$ cat src/rtl/mdp3_pkg.sv
`default_nettype none
// ============================================================================
//  Module      : mdp3_pkg
//  Description : Shared MDP3 entry types, message constants and byteswap
//                helpers used by the entry serializer and parser.
//  Revision    : 1.0
// ============================================================================
package mdp3_pkg;

    typedef enum logic [1:0] {
        ACT_NEW     = 2'd0,
        ACT_CHANGE  = 2'd1,
        ACT_DELETE  = 2'd2,
        ACT_OVERLAY = 2'd3
    } action_t;

    typedef enum logic [1:0] {
        ET_BID           = 2'd0,
        ET_OFFER         = 2'd1,
        ET_IMPLIED_BID   = 2'd2,
        ET_IMPLIED_OFFER = 2'd3
    } entry_type_t;

    typedef enum logic [0:0] {
        ST_IDLE = 1'b0,
        ST_SEND = 1'b1
    } ser_state_t;

    typedef struct packed {
        action_t     action;
        entry_type_t etype;
        logic [31:0] sid;
        logic [63:0] price;
        logic [15:0] qty;
        logic [7:0]  norders;
    } entry_t;

    localparam int          MDP3_BEATS_PER_ENTRY = 5;
    localparam logic [15:0] MDP3_MSG_SIZE        = 16'd40;
    localparam logic [15:0] MDP3_TEMPLATE_BOOK   = 16'd46;

    // Field positions inside the beats that carry sub-word fields
    localparam int B1_ACTION_LSB = 24;
    localparam int B1_TYPE_LSB   = 16;
    localparam int B4_NORD_LSB   = 56;

    function automatic logic [15:0] bswap16(input logic [15:0] d);
        return {d[7:0], d[15:8]};
    endfunction

    function automatic logic [31:0] bswap32(input logic [31:0] d);
        return {d[7:0], d[15:8], d[23:16], d[31:24]};
    endfunction

    function automatic logic [63:0] bswap64(input logic [63:0] d);
        logic [63:0] r;
        for (int i = 0; i < 8; i++) begin
            r[8*i +: 8] = d[8*(7-i) +: 8];
        end
        return r;
    endfunction

endpackage
`default_nettype wire

$ cat src/rtl/mdp3_entry_serializer_if.sv
`default_nettype none
// ============================================================================
//  Module      : mdp3_entry_serializer_if
//  Description : Entry handshake plus FIFO write-side bus of the serializer.
//  Revision    : 1.0
// ============================================================================
interface mdp3_entry_serializer_if;
    logic        in_valid;
    logic        in_ready;
    logic [1:0]  ACTION;
    logic [1:0]  ENTRY_TYPE;
    logic [31:0] SECURITY_ID;
    logic [63:0] PRICE;
    logic [15:0] QUANTITY;
    logic [7:0]  NUM_ORDERS;
    logic        fifo_full;
    logic        out_wr;
    logic [63:0] out_data;

    modport master (
        output in_valid, ACTION, ENTRY_TYPE, SECURITY_ID, PRICE, QUANTITY,
               NUM_ORDERS, fifo_full,
        input  in_ready, out_wr, out_data
    );

    modport slave (
        input  in_valid, ACTION, ENTRY_TYPE, SECURITY_ID, PRICE, QUANTITY,
               NUM_ORDERS, fifo_full,
        output in_ready, out_wr, out_data
    );
endinterface
`default_nettype wire

$ cat src/rtl/mdp3_entry_serializer.sv
`default_nettype none
// ============================================================================
//  Module      : mdp3_entry_serializer
//  Description : Packs one book-update entry into a 5-beat little-endian
//                MDP3 message and writes it into a back-pressured FIFO.
//  Revision    : 1.0
// ============================================================================
module mdp3_entry_serializer
    import mdp3_pkg::*;
#(
    parameter logic [15:0] TEMPLATE_ID = MDP3_TEMPLATE_BOOK,
    parameter logic [31:0] SEQ_INIT    = 32'd1
) (
    input  wire logic              clk,
    input  wire logic              reset,
    mdp3_entry_serializer_if.slave bus,
    output      logic              busy,
    output      logic [31:0]       seq_num
);

    localparam logic [2:0] c_LAST_BEAT = 3'(MDP3_BEATS_PER_ENTRY - 1);

    ser_state_t  r_state;
    logic [2:0]  r_beat_idx;
    entry_t      r_entry;
    logic [31:0] r_seq;

    logic        w_send;
    logic        w_last;
    logic        w_out_wr;
    logic        w_in_ready;
    logic        w_accept;

    function automatic logic [63:0] beat_mux(input logic [2:0]  idx,
                                             input entry_t      e,
                                             input logic [31:0] seq);
        logic [63:0] r;
        logic [31:0] s;
        logic [63:0] p;
        r = '0;
        s = bswap32(e.sid);
        p = bswap64(e.price);
        case (idx)
            3'd0: r = {bswap32(seq), bswap16(MDP3_MSG_SIZE), bswap16(TEMPLATE_ID)};
            3'd1: begin
                r[B1_ACTION_LSB +: 2] = e.action;
                r[B1_TYPE_LSB   +: 2] = e.etype;
                r[15:0]               = s[31:16];
            end
            3'd2: begin
                r[63:48] = s[15:0];
                r[15:0]  = p[63:48];
            end
            3'd3: r = {p[47:0], bswap16(e.qty)};
            3'd4: r[B4_NORD_LSB +: 8] = e.norders;
            default: r = '0;
        endcase
        return r;
    endfunction

    assign w_send   = (r_state == ST_SEND);
    assign w_last   = (r_beat_idx == c_LAST_BEAT);
    // Gated by reset so an abandoned message never leaks a beat in the reset cycle
    assign w_out_wr   = w_send & ~bus.fifo_full & ~reset;
    assign w_in_ready = ~reset & (~w_send | (w_last & ~bus.fifo_full));
    assign w_accept   = bus.in_valid & w_in_ready;

    assign bus.out_wr   = w_out_wr;
    assign bus.in_ready = w_in_ready;
    assign bus.out_data = w_send ? beat_mux(r_beat_idx, r_entry, r_seq) : 64'd0;
    assign busy         = w_send;
    assign seq_num      = r_seq;

    always_ff @(posedge clk) begin
        if (reset) begin
            r_state    <= ST_IDLE;
            r_beat_idx <= 3'd0;
            r_entry    <= '0;
            r_seq      <= SEQ_INIT;
        end else begin
            if (w_out_wr) begin
                if (w_last) begin
                    r_seq      <= r_seq + 32'd1;
                    r_state    <= ST_IDLE;
                    r_beat_idx <= 3'd0;
                end else begin
                    r_beat_idx <= r_beat_idx + 3'd1;
                end
            end
            // A same-cycle accept overrides the return to IDLE (back-to-back)
            if (w_accept) begin
                r_entry.action  <= action_t'(bus.ACTION);
                r_entry.etype   <= entry_type_t'(bus.ENTRY_TYPE);
                r_entry.sid     <= bus.SECURITY_ID;
                r_entry.price   <= bus.PRICE;
                r_entry.qty     <= bus.QUANTITY;
                r_entry.norders <= bus.NUM_ORDERS;
                r_state         <= ST_SEND;
                r_beat_idx      <= 3'd0;
            end
        end
    end

endmodule
`default_nettype wire

$ cat src/flat_wrapper.sv
// flat-port wrapper written by rule: the top's interface ports become plain ports
module mdp3_entry_serializer_flat import mdp3_pkg::*;
#(
    parameter logic [15:0] TEMPLATE_ID = MDP3_TEMPLATE_BOOK,
    parameter logic [31:0] SEQ_INIT    = 32'd1
)
  (clk, reset, busy, seq_num, bus_in_valid, bus_ACTION, bus_ENTRY_TYPE, bus_SECURITY_ID, bus_PRICE, bus_QUANTITY, bus_NUM_ORDERS, bus_fifo_full, bus_in_ready, bus_out_wr, bus_out_data);
  mdp3_entry_serializer_if bus_i ();
  input  wire logic clk;
  input  wire logic reset;
  output      logic busy;
  output      logic [31:0] seq_num;
  input wire logic [$bits(bus_i.in_valid)-1:0] bus_in_valid;
  input wire logic [$bits(bus_i.ACTION)-1:0] bus_ACTION;
  input wire logic [$bits(bus_i.ENTRY_TYPE)-1:0] bus_ENTRY_TYPE;
  input wire logic [$bits(bus_i.SECURITY_ID)-1:0] bus_SECURITY_ID;
  input wire logic [$bits(bus_i.PRICE)-1:0] bus_PRICE;
  input wire logic [$bits(bus_i.QUANTITY)-1:0] bus_QUANTITY;
  input wire logic [$bits(bus_i.NUM_ORDERS)-1:0] bus_NUM_ORDERS;
  input wire logic [$bits(bus_i.fifo_full)-1:0] bus_fifo_full;
  output wire logic [$bits(bus_i.in_ready)-1:0] bus_in_ready;
  output wire logic [$bits(bus_i.out_wr)-1:0] bus_out_wr;
  output wire logic [$bits(bus_i.out_data)-1:0] bus_out_data;
  assign bus_i.in_valid = bus_in_valid;
  assign bus_i.ACTION = bus_ACTION;
  assign bus_i.ENTRY_TYPE = bus_ENTRY_TYPE;
  assign bus_i.SECURITY_ID = bus_SECURITY_ID;
  assign bus_i.PRICE = bus_PRICE;
  assign bus_i.QUANTITY = bus_QUANTITY;
  assign bus_i.NUM_ORDERS = bus_NUM_ORDERS;
  assign bus_i.fifo_full = bus_fifo_full;
  assign bus_in_ready = bus_i.in_ready;
  assign bus_out_wr = bus_i.out_wr;
  assign bus_out_data = bus_i.out_data;
  mdp3_entry_serializer #(.TEMPLATE_ID(TEMPLATE_ID), .SEQ_INIT(SEQ_INIT)) u_core (.clk(clk), .reset(reset), .bus(bus_i), .busy(busy), .seq_num(seq_num));
endmodule
$ cat config.mk
export PLATFORM = sky130hd
export DESIGN_NAME = mdp3_entry_serializer_flat
export DESIGN_NICKNAME = d
export VERILOG_FILES = /design/src/rtl/mdp3_pkg.sv /design/src/rtl/mdp3_entry_serializer_if.sv /design/src/rtl/mdp3_entry_serializer.sv /design/src/flat_wrapper.sv
export SDC_FILE = /design/constraint.sdc
export NUM_CORES = 1
export LEC_CHECK = 0
export CAP_MARGIN = 0
export CORE_MARGIN = 3
export CORE_UTILIZATION = 40
export DETAILED_ROUTE_END_ITERATION = 6
export PLACE_DENSITY = 0.74
export SLEW_MARGIN = 20
export SYNTH_ARGS = -nofsm -noshare
export SYNTH_HDL_FRONTEND = slang
export SYNTH_SLANG_ARGS = --single-unit
$ cat constraint.sdc
create_clock -name clk -period 3.5 [get_ports clk]
set_input_delay 0.7 -clock clk [delete_from_list [all_inputs] [get_ports clk]]
set_output_delay 0.7 -clock clk [all_outputs]
set_load 0.01 [all_outputs]
### Word-level counts from Yosys, hierarchy flattened

Index checks and enable logic that the tools add are counted.

| operators by class | value |
|---|---|
| bitwise gates (word level) | 9 |
| reduce and logical (&&, ||, !) cells | 6 |
| multiplexer cells | 12 |
| add/subtract/negate cells | 2 |
| equality and inequality tests | 4 |

Operators by type and width:

| operator | number |
|---|---|
| $mux W64 | 1 |
| $pmux W16 S4 | 1 |
| $pmux W22 S2 | 1 |
| $add A32 B1 Y32 const B | 1 |
| $pmux W8 S4 | 1 |
| $pmux W8 S3 | 1 |
| $pmux W2 S2 | 2 |
| $eq A3 B2 Y1 const B | 2 |
| $mux W6 | 1 |
| $and A1 B1 Y1 | 5 |
| $reduce_and A2 Y1 | 2 |
| $reduce_bool A2 Y1 | 2 |
| $add A3 B1 Y3 const B | 1 |
| $eq A3 B1 Y1 const B | 1 |
| $eq A3 B3 Y1 const B | 1 |
| $logic_not A3 Y1 | 1 |
| $mux W1 | 3 |
| $mux W3 | 1 |
| $not A1 Y1 | 3 |
| $reduce_or A2 Y1 | 1 |
| $or A1 B1 Y1 | 1 |

| storage, ports and cells | value |
|---|---|
| logic and storage cells | 42 |
| output and inout port bits | 99 |
| register bits | 160 |
| input port bits | 128 |

### Depth between registers and ports, before layout

Gate-level depths: netlist (run 1).

| logic depth | value |
|---|---|
| depth in word-level cells | 7 |
| gate-level depth with buffers | 9 |
| depth with buffers taken out | 6 |

### Worst setup path before layout (run 1)

OpenSTA, ideal clock, no wires.

| path | value |
|---|---|
| kind | reg-to-output |
| start point | reg u_core.r_beat_idx[2] |
| end point | out bus_out_data[12] |
| required time | 2800 ps |
| cell stages (with the launch flop) | 9 |
| setup slack | 463 ps |
| buffers on the path | 4 |
| arrival time | 2337 ps |
| path through | dfxtp_1 -> clkbuf_1 -> buf_1 -> inv_1 -> ha_1 -> clkbuf_1 -> o31ai_1 -> clkbuf_1 -> nor2_1 |

| between the ends | value |
|---|---|
| longest elaborated chain between the ends | 3 |
| elaborated cells between the ends (all ways) | 6 |
| classes of those cells | eq/ne: 3; mux: 2; reduce/logical: 1 |

RTL lines:

| element | line | text |
|---|---|---|
| start: declaration | mdp3_entry_serializer.sv:24 | `logic [2:0] r_beat_idx;` |
| start signal: assignment | mdp3_entry_serializer.sv:87 | `r_beat_idx <= r_beat_idx + 3'd1;` |
| $eq A3 B2 Y1, or another cell as far along | mdp3_entry_serializer.sv:43 | `case (idx)` |
| $pmux W16 S4 * | mdp3_entry_serializer.sv:43 |  |
| $mux W64 * | mdp3_entry_serializer.sv:70 | `assign bus.out_data = w_send ? beat_mux(r_beat_idx, r_entry, r_seq) : 64'd0;` |
| end: declaration | flat_wrapper.sv:23 | `output wire logic [$bits(bus_i.out_data)-1:0] bus_out_data;` |

Every way passes the cells marked *; elsewhere a longest branch is shown, timed or not.

### Final worst setup path (run 1)

| path | value |
|---|---|
| start point | reg u_core.r_beat_idx[0] |
| end point | out bus_out_data[7] |

Same word-level chain as after synthesis.

==> metrics.cfg, run 1 <==
[outcome]
status=completed

[pwr]
combPwrFrac=0.096
p_clk_frac=0.434
vdd_drop_max_v=0.0004488
p_leak_nw=3.512
intPower_mw=3.231
seqPwrFrac=0.470
switchingPower_mw=0.9788
p_per_area_nw_per_um2=403.8
p_sw_frac=0.2325

[clock_tree]
cts-hold-fix-buffers=0
tritoncts=yes
cts.sinks=160
h-tree-depth=4
clkLatencyLatePin_ns=0.42
post-cts-setup-buffers=0
cts_made_buffers=17
clk_path_buf_depth=2
cts_root_buf=clkbuf_16
cts_resized=0
clk_pin_slew_worst_paths_ns=0.06

[timing]
finalHoldViolCount=0
worstMarginPinSlew_ns=0.8448
period_share=0.9535
max-slew-margin-rel=0.4368
rsz0062_at_grt=no
fmax_mhz=299.7
skew_ns=0.007188
period_needed_ns=3.337
fin_ws_ns=0.1629
holdWs_ns=0.4681
finalMaxSlewViolations=0
finalSetupViolations=0
setup_tns_ns=0

[route]
ant_nets=0
drt_iter0_drc=590
drc=0
drt_wl_total_microns=22500
routedWlPerCell_microns=16.56
dr.pass1.iters=6
drt-vias-per-instance=5.319
vias=7229

[synthesis]
synth-edff-count=0
postSynthNetCount=1061
avgSynthCellArea_sq_um=7.957
netlist_top_cells_count=dfxtp_1 (160), nand2_1 (142), o21ai_0 (132)
synthCells=926
syn_area_sq_um=7368
synth-seq-cells=160
synthTopCellsByArea=dfxtp_1 (43%), nand2b_1 (11%), o21ai_0 (9.0%)
synth_top_area_share=0.4347
async_flop_share=0
yosys.cell_count.top_type=dfxtp_1
ys_types=40
synth-warning-count=0
synth_flop_cell=dfxtp_1
seq_area_frac_synth=0.4347
yosysTopAreaCell=dfxtp_1

[critical_path]
reg2reg_slack_ns=0.91
endpoint_kind=output port
slowest_delay_ns=0.56
critPathArrivalTime_ns=2.64
worstReg2RegEnd=u_core.seq_num[13]$_SDFFE_PP0P_
crit_path_start_kind=flop
path_class=flop to output port
critPathTopFamily=buffers and inverters
reg2reg_depth=5
critPathRequiredTime_ns=2.80
cpMaxStageDelayCell=clkdlybuf4s50_1
critPathMaxFanout=12
r2r_start=u_core.busy$_SDFFE_PP0P_
crit_buf_inv=3
crit_path_cell_trace=inv_1 > ha_1 > nor2b_2 > buf_4 > a222oi_1 > nor2_1 > clkdlybuf4s50_1

[placed_design]
dp_slack_ns=0.3913
hpwl_microns=15340
gp_congestion=0.8439
place_inst=1327
placement.io_buffers=226

[floorplanning]
die-area_sq_um=20090
ioPinCount=227
start_util=0.4088
row_count=49
coreArea_sq_um=18020
die_y_microns=141.7
die_w_microns=141.7

[global_route]
grt_usage=0.2175
grt_overflow_total=0
grt_max_degree=102
antenna_found_initial=1
grt_pass1_vias=6792
grt_pass1_wl_microns=35420

[worst_hold_path]
min_to=u_core.r_entry[79]$_SDFFE_PP0P_
min-delay-start=u_core.r_entry[79]$_SDFFE_PP0P_
hp-class=flop to flop
whs_path_depth=2

[final_layout]
fin_nets=1252
synthToLayoutAreaGrowth_pct=41.48
drive_above_1_share=0.06112
instances_no_fill=1359

[run]
drv_cap=0

-- cell type report --
cell class / instances / area (sq um)
tap: 229 / 286.5
fill: 1631 / 7600
multi-input combinational: 677 / 3850
sequential: 160 / 3203
timing repair buffer: 248 / 2462
inverter: 13 / 48.80
clock buffer: 21 / 460.4
clock inverter: 10 / 111.4
antenna: 1 / 2.502
-- power groups by stage --
stage | clock network [mW] | registers (mW) | logic, mW
finish | 1.83 | 1.98 | 0.403
global route | 1.94 | 1.99 | 0.445
CTS | 1.87 | 1.98 | 0.405
detailed placement | 0 | 2.02 | 0.401
global placement | 0 | 2.01 | 0.398
floorplan | 0 | 2.00 | 0.182
-- cell families after synthesis --
logic type,Yosys count,share of synthesized area
simple gates,421,0.2894
compound gates,230,0.1914
flops,160,0.4347
buf+inv,89,0.04653
mux,11,0.01664
xor+xnor,8,0.009510
fa+ha+maj,7,0.01189
-- per-stage QoR --
step,cell area (sq um),power [mW],util
after floorplan,7368,2.181,-
after global placement,9851,2.411,0.5465
after detailed placement,9851,2.418,0.5465
after CTS,10420,4.251,0.5782
after global routing,10430,4.372,0.5784
final,10430,4.209,0.5784
-- worst max path at each step --
stage / startpoint / to / slack [ns] / cells after the start
6_report: u_core.r_beat_idx[0]$_SDFFE_PP0P_ / bus_out_data[7] / 0.16 / 7
5_1_grt: u_core.r_beat_idx[0]$_SDFFE_PP0P_ / bus_out_data[11] / 0.03 / 7
4_1_cts: u_core.r_beat_idx[0]$_SDFFE_PP0P_ / bus_out_data[7] / 0.17 / 7
3_5_place_dp: bus_fifo_full / u_core.seq_num[29]$_SDFFE_PP0P_ / 0.39 / 6
3_3_place_gp: bus_fifo_full / u_core.seq_num[29]$_SDFFE_PP0P_ / 0.43 / 6
2_1_floorplan: u_core.r_beat_idx[2]$_SDFFE_PP0P_ / bus_out_data[12] / 0.46 / 8
-- metal layers --
metal  vias to the layer above  share of wire  track usage
li1                       3617              -            -
met5                         -              0            0
met4                         0         0.0098      0.04747
met1                      3311           0.44       0.2882
met2                       288           0.47       0.3547
met3                        13          0.083      0.06100
-- cell usage in the layout (no fill, tap or decap), types with 3 or more instances in the layout --
| cell | synthesis | layout |
|---|---|---|
| clkdlybuf4s50_1 | 0 | 225 |
| dfxtp_1 | 160 | 160 |
| nand2_1 | 142 | 142 |
| o21ai_0 | 132 | 132 |
| nand2b_1 | 127 | 127 |
| nor2_1 | 63 | 63 |
| a222oi_1 | 28 | 28 |
| a21oi_1 | 28 | 28 |
| buf_4 | 0 | 20 |
| clkbuf_16 | 0 | 17 |
| a22oi_1 | 16 | 16 |
| inv_1 | 13 | 13 |
| nand4_1 | 13 | 13 |
| nand3_1 | 12 | 12 |
| or4_1 | 12 | 12 |
| and3_1 | 11 | 11 |
| mux2_2 | 10 | 10 |
| nor4_1 | 10 | 10 |
| o31ai_1 | 11 | 10 |
| nor3_1 | 8 | 8 |
| or3_1 | 7 | 7 |
| xnor2_1 | 7 | 7 |
| ha_1 | 7 | 6 |
| a32o_1 | 4 | 4 |
| a221oi_1 | 4 | 4 |
| and4_1 | 4 | 4 |
| clkinv_2 | 0 | 4 |
| nor2b_2 | 0 | 3 |
| clkinvlp_4 | 0 | 3 |
| buf_12 | 0 | 3 |
-- worst register-to-register path, delay by kind of cell (launching register included) --
| kind | cells | cell delay, ns |
|---|---|---|
| flip-flops | 1 | 0.53 |
| buffers and inverters | 1 | 0.24 |
| AO/OA/AOI/OAI | 1 | 0.20 |
| AND/OR/NAND/NOR | 3 | 1.53 |
-- flip-flops by register name, indices dropped and copies added, names as in the netlist --
name and cells:
u_core.busy 1, u_core.r_beat_idx 3, u_core.r_entry 124, u_core.seq_num 32
No activity file was read; power rests on OpenSTA's default activity.
==> run 2, diff against run 1 <==
--- a/config.mk
+++ b/config.mk
@@ -12,2 +12,3 @@
 export PLACE_DENSITY = 0.74
+export SKIP_LAST_GASP = 1
 export SLEW_MARGIN = 20
==> constraint.sdc (replaced) <==
create_clock -name clk -period 3.5 [get_ports clk]
set_input_delay 0.525 -clock clk [delete_from_list [all_inputs] [get_ports clk]]
set_output_delay 0.525 -clock clk [all_outputs]
set_load 0.01 [all_outputs]
==> run 2 against run 1 <==
  * Cell area decreased by 0.13%
  * Fmax about the same
  * Highest routed layer is now met5
  * First-iteration DRC count increased by 20%
  * Via count increased by 0.14%
  * Cell count decreased by 0.52%
  * Clock power increased by 5%
  * Critical path type unchanged
  * Worst setup slack improved by 0.0013 ns
==> metrics.cfg, run 2 (same netlist as run 1, synthesis figures left out) <==
[timing]
worstMarginPinSlew_ns=0.9820
skew_ns=0.008130
setup_tns_ns=0
max-slew-margin-rel=0.3393
finalSetupViolations=0
period_share=0.9531
rsz0062_at_grt=yes
finalHoldViolCount=0
period_needed_ns=3.336
fmax_mhz=299.8
finalMaxSlewViolations=0
fin_ws_ns=0.1643

[global_route]
use_met1=0.2926
use_met2=0.3540
grt_max_degree=117
grt_pass1_wl_microns=36130
grt_usage=0.2226
use_met3=0.05190
grt_overflow_total=0
grt_busiest_layer=met2
antenna_found_initial=1
grt_pass1_vias=6971

[critical_path]
cpMaxStageDelayCell=clkdlybuf4s50_1
critPathArrivalTime_ns=2.81
path_class=flop to output port
crit_path_start_kind=flop
endpoint_kind=output port
critPathRequiredTime_ns=2.97
slowest_delay_ns=0.55
crit_path_cell_trace=ha_1 > ha_2 > buf_4 > and2_1 > a32o_1 > clkdlybuf4s50_1
critPathMaxFanout=48

[final_layout]
fin_nets=1247
mostFrequentLayoutCells=clkdlybuf4s50_1 (225), dfxtp_1 (160), nand2_1 (142)
synthToLayoutAreaGrowth_pct=41.30
final_common_cell=clkdlybuf4s50_1
regMostFlops=u_core.r_entry
drive_above_1_share=0.05788
instances_no_fill=1352
n_antenna_cell=0
largest_reg_flops=124

[placed_design]
gp_congestion=0.8764
placement.io_buffers=226
dp_slack_ns=0.4767
hpwl_microns=15570
place_inst=1322

[route]
drt-vias-per-instance=5.354
drc=0
dr.pass1.iters=7
drt_wl_total_microns=22820
ant_nets=0
routedWlPerCell_microns=16.88
vias=7239
drt_iter0_drc=709

[clock_tree]
cts_made_buffers=17
cts_root_buf=clkbuf_16
tritoncts=yes
clk_pin_slew_worst_paths_ns=0.06
cts-hold-fix-buffers=0
cts.sinks=160
clkLatencyLatePin_ns=0.41
clk_path_buf_depth=2
h-tree-depth=4

[floorplanning]
die_y_microns=141.7
coreArea_sq_um=18020
die_w_microns=141.7
row_count=49
ioPinCount=227
start_util=0.4088
die-area_sq_um=20090

[worst_hold_path]
hp-class=flop to flop

[outcome]
status=completed

[pwr]
vdd_drop_max_v=0.0003017
p_leak_nw=3.509
p_per_area_nw_per_um2=413.5

[run]
drv_cap=0

[run 2: cell types whose count changed in the layout (fill, tap and decap cells not counted), sizes merged]
| cell | previous run | this run |
|---|---|---|
| buf | 23 | 18 |
| bufinv | 2 | 4 |
| clkbuf | 21 | 19 |
| clkinv | 4 | 6 |
| clkinvlp | 3 | 1 |
| diode | 1 | 0 |
| inv | 14 | 13 |
[run 2: critical path: cells and delay by family, from the launching register on]
family / cells / cell delay [ns]
buf+inv: 2 / 1.06
compound gates: 1 / 0.15
fa+ha+maj: 2 / 0.48
simple gates: 1 / 0.30
flops: 1 / 0.40
[run 2: final timing paths]
kind	from	endpoint	slack, ns	cells after the start
worst max-delay path	u_core.r_beat_idx[1]$_SDFFE_PP0P_	bus_out_data[16]	0.16	6
worst min-delay path	u_core.r_entry[79]$_SDFFE_PP0P_	u_core.r_entry[79]$_SDFFE_PP0P_	0.47	2
worst min register to register	u_core.r_entry[79]$_SDFFE_PP0P_	u_core.r_entry[79]$_SDFFE_PP0P_	0.47	2
worst max register to register	u_core.r_beat_idx[1]$_SDFFE_PP0P_	u_core.seq_num[26]$_SDFFE_PP0P_	1.00	6
[run 2: area by class of cell]
| class | count | area, sq um |
|---|---|---|
| well taps | 229 | 286.5 |
| clock inverters | 11 | 165.2 |
| multi-input cells | 677 | 3852 |
| clock buffers | 19 | 442.9 |
| fillers | 1662 | 7614 |
| repair buffers | 243 | 2412 |
| flip-flops and latches | 160 | 3203 |
| inverters | 13 | 48.80 |
[run 2: where the power goes]
| group | switching (mW) | internal (mW) | leakage (nW) |
|---|---|---|---|
| logic | 0.178 | 0.224 | 1.90 |
| clock network | 0.723 | 1.20 | 0.298 |
| registers | 0.0570 | 1.92 | 1.31 |
| total | 0.957 | 3.35 | 3.51 |
[run 2: routing by layer]
metal / routed length [microns] / vias to the layer above
met5: 13 / -
li1: - / 3599
met1: 10020 / 3310
met2: 10530 / 296
met3: 1704 / 32
met4: 544 / 2
[run 2: metrics by stage]
stage / hold slack (ns) / area, sq um / power (mW) / utilization
floorplan: 0.4450 / 7368 / 2.181 / -
global placement: 0.4574 / 9801 / 2.410 / 0.5437
detailed placement: 0.4618 / 9801 / 2.419 / 0.5437
CTS: 0.4726 / 10410 / 4.359 / 0.5775
global route: 0.4924 / 10410 / 4.485 / 0.5776
finish: 0.4687 / 10410 / 4.305 / 0.5776
[run 2: timing repair]
item | CTS | global route
buffers inserted | 0 | 0
setup endpoints to repair | 0 | 26
gates resized for setup | 0 | 1
==> RTL edit, RTL diff (flow settings as in run 1) <==
Set the package constant `B4_NORD_LSB` to 28 (it was 56).
--- a/src/rtl/mdp3_pkg.sv
+++ b/src/rtl/mdp3_pkg.sv
@@ -42,7 +42,7 @@
     // Field positions inside the beats that carry sub-word fields
     localparam int B1_ACTION_LSB = 24;
     localparam int B1_TYPE_LSB   = 16;
-    localparam int B4_NORD_LSB   = 56;
+    localparam int B4_NORD_LSB   = 28;
 
     function automatic logic [15:0] bswap16(input logic [15:0] d);
         return {d[7:0], d[15:8]};
Check against the original RTL: not equivalent (Yosys sat finds a counterexample within 10 cycles, from zero or initial values and one cycle with reset high).
==> RTL edit against run 1 <==
- non-clock buffer count increased by 1
- total power rose by 1.6%
- sequential share of layout area shrank 0.15 points
- maximum frequency is 1.2% higher
- sequential cell count stayed put
- synthesized area hardly changed
- utilization increased by 0.28 points
- first-iteration DRC count fell by 4.1%
- setup slack better by 0.039 ns
- via count is 0.84% lower
- routed wire length shrank 3.3%
- largest cell class unchanged
- cell area increased by 0.49%
==> RTL edit: results (changes against run 1) <==
Placed design:
- The sum of net half-perimeters after detailed placement came to 14800 um (was 15300 um).
- The number of placed instances with taps included is 1318 (was 1327).
- The placed cell area is 9860 um^2 (was 9850 um^2).

Cells and area:
- The final-layout fill cell count came to 1697 (was 1631).
- The number of nets in the layout came to 1243 (was 1252).

Synth:
- The net count after synthesis came to 1054 (was 1061).
- The synthesized instance count is 919 (was 926).
- The sequential fraction of the synthesis area was 0.434 (was 0.435).
- Ranking of synthesized cells by instance count: sky130_fd_sc_hd__dfxtp_1, sky130_fd_sc_hd__nand2_1, sky130_fd_sc_hd__nand2b_1 (was sky130_fd_sc_hd__dfxtp_1, sky130_fd_sc_hd__nand2_1, sky130_fd_sc_hd__o21ai_0).
- The number of distinct standard cells referenced by the synthesized netlist is 41 (was 40).
- Top area cells in the synthesized netlist: sky130_fd_sc_hd__dfxtp_1, sky130_fd_sc_hd__nand2b_1, sky130_fd_sc_hd__o21ai_0 (unchanged).

Power and ir drop:
- The static leakage power is 3.59 nW (was 3.51 nW).
- The switching fraction of total power was 0.236 (was 0.233).
- The highest ir drop seen on vdd is 0.342 mV (was 0.449 mV).

Setup path:
- The biggest cell delay along the critical path is 0.59 ns (was 0.56 ns).
- The slowest stage cell on the critical path is sky130_fd_sc_hd__o21ai_2 (was sky130_fd_sc_hd__clkdlybuf4s50_1).
- The capturing element of the worst setup path is bus_out_data[41] (was bus_out_data[7]).
- The cell family with the largest share of critical-path delay is adder cells (was buffers and inverters).
- The biggest fanout along the worst timing path is 13 (was 12).
- The reg-to-reg setup timing slack is 1.09 ns (was 0.91 ns).
- The length in cells of the worst reg-to-reg path was 7 (was 5).
- The arrival time at the worst endpoint is 2.60 ns (was 2.64 ns).

Global routing:
- The via count of the first global-routing pass is 6725 (was 6792).
- The total global-route track usage came to 0.211 (was 0.217).
- The number of antenna violations at the first check in global routing is 0 (was 1).

STA:
- The transition at the pin with the smallest max-transition slack is 0.693 ns (was 0.845 ns).
- The clock skew after layout came to 0.00765 ns (was 0.00719 ns).

Drt:
- The average detailed-routed wire length per instance came to 16.1 um (was 16.6 um).
- The sum of routed wire length over all layers was 21800 um (was 22500 um).
- The number of DRC markers after the initial detailed-route iteration is 566 (was 590).

Status:
- Run status: finished clean (unchanged).
RTL edit: cell types whose count changed after synthesis, moves of 4 or more:
cell                      change
sky130_fd_sc_hd__xnor2_1      -4
sky130_fd_sc_hd__inv_1        -7
sky130_fd_sc_hd__mux2_2       -4
sky130_fd_sc_hd__buf_1        -7
sky130_fd_sc_hd__a21oi_1      +4
sky130_fd_sc_hd__nor4_1       -7
sky130_fd_sc_hd__o21ai_1     +23
sky130_fd_sc_hd__buf_2       +11
sky130_fd_sc_hd__o21ai_0     -21
RTL edit: worst min path at each step:
stage	from	end	slack [ns]	cells past startpoint
2_1_floorplan	u_core.r_entry[40]$_SDFFE_PP0P_	u_core.r_entry[40]$_SDFFE_PP0P_	0.44	2
3_3_place_gp	u_core.r_entry[26]$_SDFFE_PP0P_	u_core.r_entry[26]$_SDFFE_PP0P_	0.45	2
3_5_place_dp	u_core.r_entry[38]$_SDFFE_PP0P_	u_core.r_entry[38]$_SDFFE_PP0P_	0.46	2
4_1_cts	u_core.r_entry[43]$_SDFFE_PP0P_	u_core.r_entry[43]$_SDFFE_PP0P_	0.47	2
5_1_grt	u_core.r_entry[6]$_SDFFE_PP0P_	u_core.r_entry[6]$_SDFFE_PP0P_	0.49	2
6_report	u_core.r_entry[25]$_SDFFE_PP0P_	u_core.r_entry[25]$_SDFFE_PP0P_	0.46	2
RTL edit: area by class of cell:
cell class,instances,area (um^2),share of cell area
Tap cell,229,287,0.0273
Timing Repair Buffer,249,2490,0.238
Inverter,7,31.3,0.00299
Multi-Input combinational cell,673,3860,0.368
Clock buffer,21,470,0.0449
Sequential cell,160,3200,0.306
Clock inverter,11,130,0.0124
RTL edit: per-layer routing:
metal  up-vias  global-route usage  wire length [um]  part of all wire
met5         -                   0                 0                 0
li1       3589                   -                 -                 -
met4         0              0.0611               266             0.012
met2       214               0.341             10200              0.47
met1      3349               0.293             10200              0.47
met3        16              0.0344              1150             0.053
RTL edit: cell families after synthesis:
group	Yosys count	synth area share
simple gates	412	0.287
compound gates	241	0.201
flops	160	0.434
buf+inv	86	0.0475
xor+xnor	7	0.00832
fa+ha+maj	7	0.0119
mux	6	0.00916
RTL edit: per-stage QoR:
step | hold slack [ns] | worst slack [ns]
after floorplan | 0.442 | 0.655
after global placement | 0.452 | 0.449
after detailed placement | 0.455 | 0.351
after CTS | 0.466 | 0.105
after global routing | 0.486 | 0.0941
final | 0.464 | 0.202
RTL edit: what timing repair did:
| action | 4_1_cts | 5_1_grt |
|---|---|---|
| setup endpoints to repair | 13 | 4 |
| gates resized for setup | 1 | 1 |
| hold buffers | 0 | 0 |
